## config.mk

```make
export PLATFORM = sky130hd
export DESIGN_NAME = max_bcd_display
export DESIGN_NICKNAME = d
export VERILOG_FILES = /design/src/rtl/max_bcd_display.sv
export SDC_FILE = /design/constraint.sdc
export NUM_CORES = 1
export LEC_CHECK = 0
export CORE_UTILIZATION = 44
export DETAILED_ROUTE_END_ITERATION = 7
export PLACE_DENSITY = 0.8
export SLEW_MARGIN = 10
export SYNTH_ARGS = -nofsm -noshare
export SYNTH_HDL_FRONTEND = slang
export SYNTH_SLANG_ARGS = --single-unit
```

## constraint.sdc

```tcl
create_clock -name iClk -period 1.7 [get_ports iClk]
set_clock_uncertainty 0.15 [all_clocks]
set_input_delay 0.255 -clock iClk [delete_from_list [all_inputs] [get_ports iClk]]
set_output_delay 0.255 -clock iClk [all_outputs]
set_load 0.01 [all_outputs]
```

## src/rtl/max_bcd_display.sv

```systemverilog
// rtl/max_bcd_display.sv - register-mapped binary-to-BCD converter driving seven-segment displays
// Sequential double-dabble converts the written value; result is held in a digit bank for display.
module max_bcd_display #(
    parameter int DATA_W = 7,
    parameter int DIGITS = 3
) (
    input  logic                  iClk,
    input  logic                  iReset_n,
    input  logic                  iChipselect_n,
    input  logic                  iWrite_n,
    input  logic                  iRead_n,
    input  logic [1:0]            iAddress,
    input  logic [31:0]           iData,
    output logic [31:0]           oData,
    output logic [7*DIGITS-1:0]   oHEX
);

    localparam int BCD_W = 4 * DIGITS;
    localparam int SH_W  = BCD_W + DATA_W;
    localparam int CNT_W = $clog2(DATA_W + 1);

    localparam logic [1:0] ADDR_VALUE  = 2'd0;
    localparam logic [1:0] ADDR_BCD    = 2'd1;
    localparam logic [1:0] ADDR_STATUS = 2'd2;
    localparam logic [1:0] ADDR_CTRL   = 2'd3;

    typedef enum logic [1:0] {
        S_IDLE,
        S_CONV,
        S_UPDATE
    } state_t;

    state_t             state;
    state_t             next_state;

    logic [DATA_W-1:0]  value;
    logic [SH_W-1:0]    shift_reg;
    logic [CNT_W-1:0]   cnt;
    logic [BCD_W-1:0]   bcd;
    logic               done;
    logic               overrun;
    logic               blank;
    logic               lz_suppress;
    logic               busy;

    logic               wr_en;
    logic               rd_en;
    logic               value_wr;
    logic               status_wr;
    logic               ctrl_wr;
    logic               load;
    logic               step;
    logic               commit;
    logic [31:0]        rd_mux;
    logic               unused_data_bits;

    assign wr_en     = ~iChipselect_n & ~iWrite_n;
    assign rd_en     = ~iChipselect_n & ~iRead_n;
    assign value_wr  = wr_en && (iAddress == ADDR_VALUE);
    assign status_wr = wr_en && (iAddress == ADDR_STATUS);
    assign ctrl_wr   = wr_en && (iAddress == ADDR_CTRL);
    assign busy      = (state != S_IDLE);

    assign unused_data_bits = ^iData[31:DATA_W];

    // One combined double-dabble iteration: correct every nibble >= 5, then shift left.
    function automatic logic [SH_W-1:0] dabble_step(input logic [SH_W-1:0] sh);
        logic [SH_W-1:0] tmp;
        tmp = sh;
        for (int i = 0; i < DIGITS; i++) begin
            if (tmp[DATA_W+4*i +: 4] >= 4'd5) begin
                tmp[DATA_W+4*i +: 4] = tmp[DATA_W+4*i +: 4] + 4'd3;
            end
        end
        return {tmp[SH_W-2:0], 1'b0};
    endfunction

    function automatic logic [6:0] seg7(input logic [3:0] n);
        logic [6:0] s;
        case (n)
            4'd0:    s = 7'h40;
            4'd1:    s = 7'h79;
            4'd2:    s = 7'h24;
            4'd3:    s = 7'h30;
            4'd4:    s = 7'h19;
            4'd5:    s = 7'h12;
            4'd6:    s = 7'h02;
            4'd7:    s = 7'h78;
            4'd8:    s = 7'h00;
            4'd9:    s = 7'h10;
            default: s = 7'h7F;
        endcase
        return s;
    endfunction

    always_ff @(posedge iClk or negedge iReset_n) begin
        if (!iReset_n) begin
            state <= S_IDLE;
        end else begin
            state <= next_state;
        end
    end

    always_comb begin
        next_state = state;
        load       = 1'b0;
        step       = 1'b0;
        commit     = 1'b0;
        case (state)
            S_IDLE: begin
                if (value_wr) begin
                    load       = 1'b1;
                    next_state = S_CONV;
                end
            end
            S_CONV: begin
                step = 1'b1;
                if (cnt == CNT_W'(DATA_W - 1)) begin
                    next_state = S_UPDATE;
                end
            end
            S_UPDATE: begin
                commit     = 1'b1;
                next_state = S_IDLE;
            end
            default: begin
                next_state = S_IDLE;
            end
        endcase
    end

    always_ff @(posedge iClk or negedge iReset_n) begin
        if (!iReset_n) begin
            value     <= '0;
            shift_reg <= '0;
            cnt       <= '0;
            bcd       <= '0;
        end else begin
            if (load) begin
                value     <= iData[DATA_W-1:0];
                shift_reg <= {{BCD_W{1'b0}}, iData[DATA_W-1:0]};
                cnt       <= '0;
            end else if (step) begin
                shift_reg <= dabble_step(shift_reg);
                cnt       <= cnt + CNT_W'(1);
            end
            if (commit) begin
                bcd <= shift_reg[SH_W-1 -: BCD_W];
            end
        end
    end

    // Completion beats a same-cycle W1C so a finished result is never lost.
    always_ff @(posedge iClk or negedge iReset_n) begin
        if (!iReset_n) begin
            done        <= 1'b0;
            overrun     <= 1'b0;
            blank       <= 1'b0;
            lz_suppress <= 1'b0;
        end else begin
            if (commit) begin
                done <= 1'b1;
            end else if (load) begin
                done <= 1'b0;
            end else if (status_wr && iData[0]) begin
                done <= 1'b0;
            end

            if (value_wr && busy) begin
                overrun <= 1'b1;
            end else if (status_wr && iData[2]) begin
                overrun <= 1'b0;
            end

            if (ctrl_wr) begin
                blank       <= iData[0];
                lz_suppress <= iData[1];
            end
        end
    end

    always_comb begin
        rd_mux = '0;
        case (iAddress)
            ADDR_VALUE:  rd_mux = 32'(value);
            ADDR_BCD:    rd_mux = 32'(bcd);
            ADDR_STATUS: rd_mux = {29'b0, overrun, busy, done};
            ADDR_CTRL:   rd_mux = {30'b0, lz_suppress, blank};
            default:     rd_mux = '0;
        endcase
    end

    always_ff @(posedge iClk or negedge iReset_n) begin
        if (!iReset_n) begin
            oData <= '0;
        end else if (rd_en) begin
            oData <= rd_mux;
        end
    end

    // Walk from the most significant digit so "all zero so far" marks leading zeros.
    logic lead_zero;
    always_comb begin
        oHEX      = '0;
        lead_zero = 1'b1;
        for (int d = DIGITS - 1; d >= 0; d--) begin
            lead_zero = lead_zero && (bcd[4*d +: 4] == 4'd0);
            if (blank || (lz_suppress && lead_zero && (d != 0))) begin
                oHEX[7*d +: 7] = 7'h7F;
            end else begin
                oHEX[7*d +: 7] = seg7(bcd[4*d +: 4]);
            end
        end
    end

endmodule

```

==> results by group <==
STA
  • Setup Viol. Count Final: 24
  • Hold Violations, Final: 0
  • Final Slew Violations: 0
  • RSZ-0062 raised after global routing: yes
  • Shortest period the worst path allows: ~2.2 ns
  • Maximum clock frequency: 459 MHz
  • Final setup margin: -0.478 ns
  • Final period utilization: 128%

Clock tree
  • Root buf cell: clkbuf_8
  • Worst skew pair latency: 0.35 ns
  • CTS Buf Count: 9
  • Longest Clk Path Bufs: 2
  • # clock sinks: 59
  • Reg clk slew, reported paths: 0.07 ns
  • H-tree depth: 3
  • CTS tree: done

Placed design
  • I/O Buffers: 46
  • Setup WS pre-CTS: -0.510 ns
  • HPWL after DPL: between 5000 and 6000 um
  • Post-Place Cell Area: 4390 sq um
  • GPL Wtd Cong: 0.819
  • Placed instance count: 545

Synthesis
  • Leading area contributor after synthesis: dfrtp_1
  • Top FF cell, synth: dfrtp_1
  • Avg Inst Size Synth: 9.55 sq um
  • Post-synthesis cell type count: 44
  • Most instantiated cells after synthesis: dfrtp_1, nand2_1, o21ai_0
  • Seq cells post-synth: 59
  • Register area share after synthesis: between 40 and 50%
  • Leading post-synthesis cells by cell area: dfrtp_1, ha_1, mux2_2
  • Cell count after synthesis: roughly 360
  • Count leader, synth: dfrtp_1
  • FFs w/ async S/R, synth: between 90% and 100%
  • Share of the synthesized area in the top cell type: 42.6%
  • Synthesized cell area: between 3000 and 4000 sq um
  • Post-synth EDFFs: 0
  • Ys Warns: 0

GRT
  • Initial antenna violation count: 0
  • Total GRT Usage: 23.7%
  • Largest net degree at the start of global routing: 60
  • Vias in the first global route: just over 3000
  • Global-route wire length before repair: 15100 um
  • Overflow after GRT: 0

Pwr
  • Total power: ~9700 uW
  • Seq pwr share: 24.5%
  • Pint: 5830 uW
  • Switching share of power: ~40%
  • Pwr dens: 1920 nW/um^2
  • Comb power frac: 60.4%
  • Peak supply drop: 730 uV
  • Leakage power: 0.00236 uW
  • Clk pwr share: between 15 and 20%
  • Sw power: 3890 uW

Drt
  • DR WL/cell: 17.1 um
  • Final ANT Viol Nets: 0
  • Initial drt markers: 216
  • Drt via density: roughly 5.4
  • Via Count: 3147
  • Routed WL: 9970 um
  • DRC: 0
  • First-pass DRT Iterations: 5

Critical path
  • Startpoint type of the worst setup path: flop
  • Reg-to-reg startpoint: bcd[1]
  • Setup crit end: oHEX[11]
  • Setup crit end kind: output pin
  • CP Launch Point: bcd[8]
  • Reg2Reg Capture Point: oData[1]
  • Crit Path Category: flop to output pin
  • Reg2Reg Setup Slack: -0.05 ns
  • Worst EP required: 1.29 ns
  • Worst-path maximum fanout: 3
  • Arrival time of the worst setup path: roughly 1.8 ns
  • FF-to-FF path depth: 5

Floorplanning
  • Rows: 31
  • Horiz. Die Dim: between 90 and 100 um
  • Top-level I/O count: 92
  • Core Region: 7450 sq um
  • Die height: about 91 um
  • Starting Density: a little under half
  • Die area: 8240 sq um

Finish
  • Post-route cell area: 5070 sq um
  • Fin util: 68.1%
  • Max reg flops: 19
  • Share of cells above drive strength 1: 41.5%
  • Non-Filler Instances: 583
  • # diodes: 0
  • Fillers: just over 500
  • Area Growth Syn to Fin: 46.3%
  • Nets: 541

Worst hold path
  • HP Class: input port to async pin

Flow run
  • Max cap viols: 0

Outcome
  • Status: finished with violations
  • Failing checks: negative setup slack
[repair_timing]
| action | 4_1_cts | 5_1_grt |
|---|---|---|
| gates resized for setup | 129 | 49 |
| hold buffers | 1 | 0 |
| setup endpoints to repair | 25 | 30 |
| hold endpoints to repair | 59 | 0 |
| pin swaps | 11 | 17 |
| buffers inserted | 14 | 11 |
[worst min path at each step]
stage                     startpoint             to  slack [ns]  cells after the start
after floorplan             iReset_n         bcd[0]       -0.19                      0
after detailed placement    iReset_n  shift_reg[12]        0.13                      2
after CTS                   iReset_n  shift_reg[12]        0.29                      3
after global placement      iReset_n  shift_reg[13]        0.13                      2
final                       iReset_n  shift_reg[12]        0.27                      3
after global routing        iReset_n  shift_reg[12]        0.31                      3
[worst max-delay path: stages (launching register included)]
cell and delay, ns:
dfrtp_1 0.40, inv_2 0.08, ha_4 0.13, and4bb_4 0.29, a31oi_4 0.10, buf_4 0.15, buf_6 0.11, nand2_2 0.06
buf_6 0.10
[power groups by stage]
stage | logic [uW] | clock network [uW] | registers [uW]
floorplan | 2440 | 0 | 2280
global placement | 4310 | 0 | 2280
detailed placement | 4510 | 0 | 2320
CTS | 4850 | 1470 | 2330
global route | 6290 | 1540 | 2440
finish | 5860 | 1470 | 2380
[metrics by stage]
| stage | hold slack [ns] | TNS (ns) |
|---|---|---|
| after floorplan | -0.191 | -0.125 |
| after global placement | 0.130 | -14.07 |
| after detailed placement | 0.133 | -16.17 |
| after CTS | 0.291 | -7.30 |
| after global routing | 0.313 | -9.68 |
| final | 0.274 | -8.02 |
[cell type report]
type / instances / area (sq um) / area share (%)
repair buffers: 126 / 1100 / 21.6
flip-flops and latches: 59 / 1480 / 29.2
clock inverters: 4 / 72.6 / 1.43
well taps: 99 / 124 / 2.44
multi-input cells: 264 / 2060 / 40.7
inverters: 19 / 78.8 / 1.55
clock buffers: 12 / 155 / 3.06
[cell usage in the layout, fill, tap and decap left out, types with 10 or more instances in the layout]
cell type	synthesis	final
ha_1	23	13
mux2_2	18	14
inv_1	19	10
clkdlybuf4s50_1	0	24
o21ai_0	34	24
clkbuf_8	0	11
a21oi_1	19	13
conb_1	1	20
nand2_1	52	48
buf_2	5	19
buf_4	22	60
dfrtp_1	59	56
buf_6	1	16
[kinds of logic (layout without fill, tap and decap cells)]
kind of cell / after synthesis / in the layout / share of synthesized area, %
DFF: 59 / 59 / 42.6
other: 1 / 20 / 0.108
adders and majority gates: 23 / 23 / 8.30
muxes: 29 / 29 / 9.78
AOI/OAI and AO/OA: 84 / 84 / 14.2
and+or+nand+nor: 103 / 103 / 14.5
xor gates and xnor gates: 5 / 5 / 1.26
buffers and inverters: 59 / 161 / 9.17
[per-layer routing]
metal | up-vias | global-route usage (%) | wire length, um
met1 | 1510 | 28.0 | 3810
met5 | - | 0 | 0
met4 | 0 | 9.81 | 397
li1 | 1426 | - | -
met3 | 44 | 5.81 | 626
met2 | 167 | 41.0 | 5140
No activity file was read; power rests on OpenSTA's default activity.
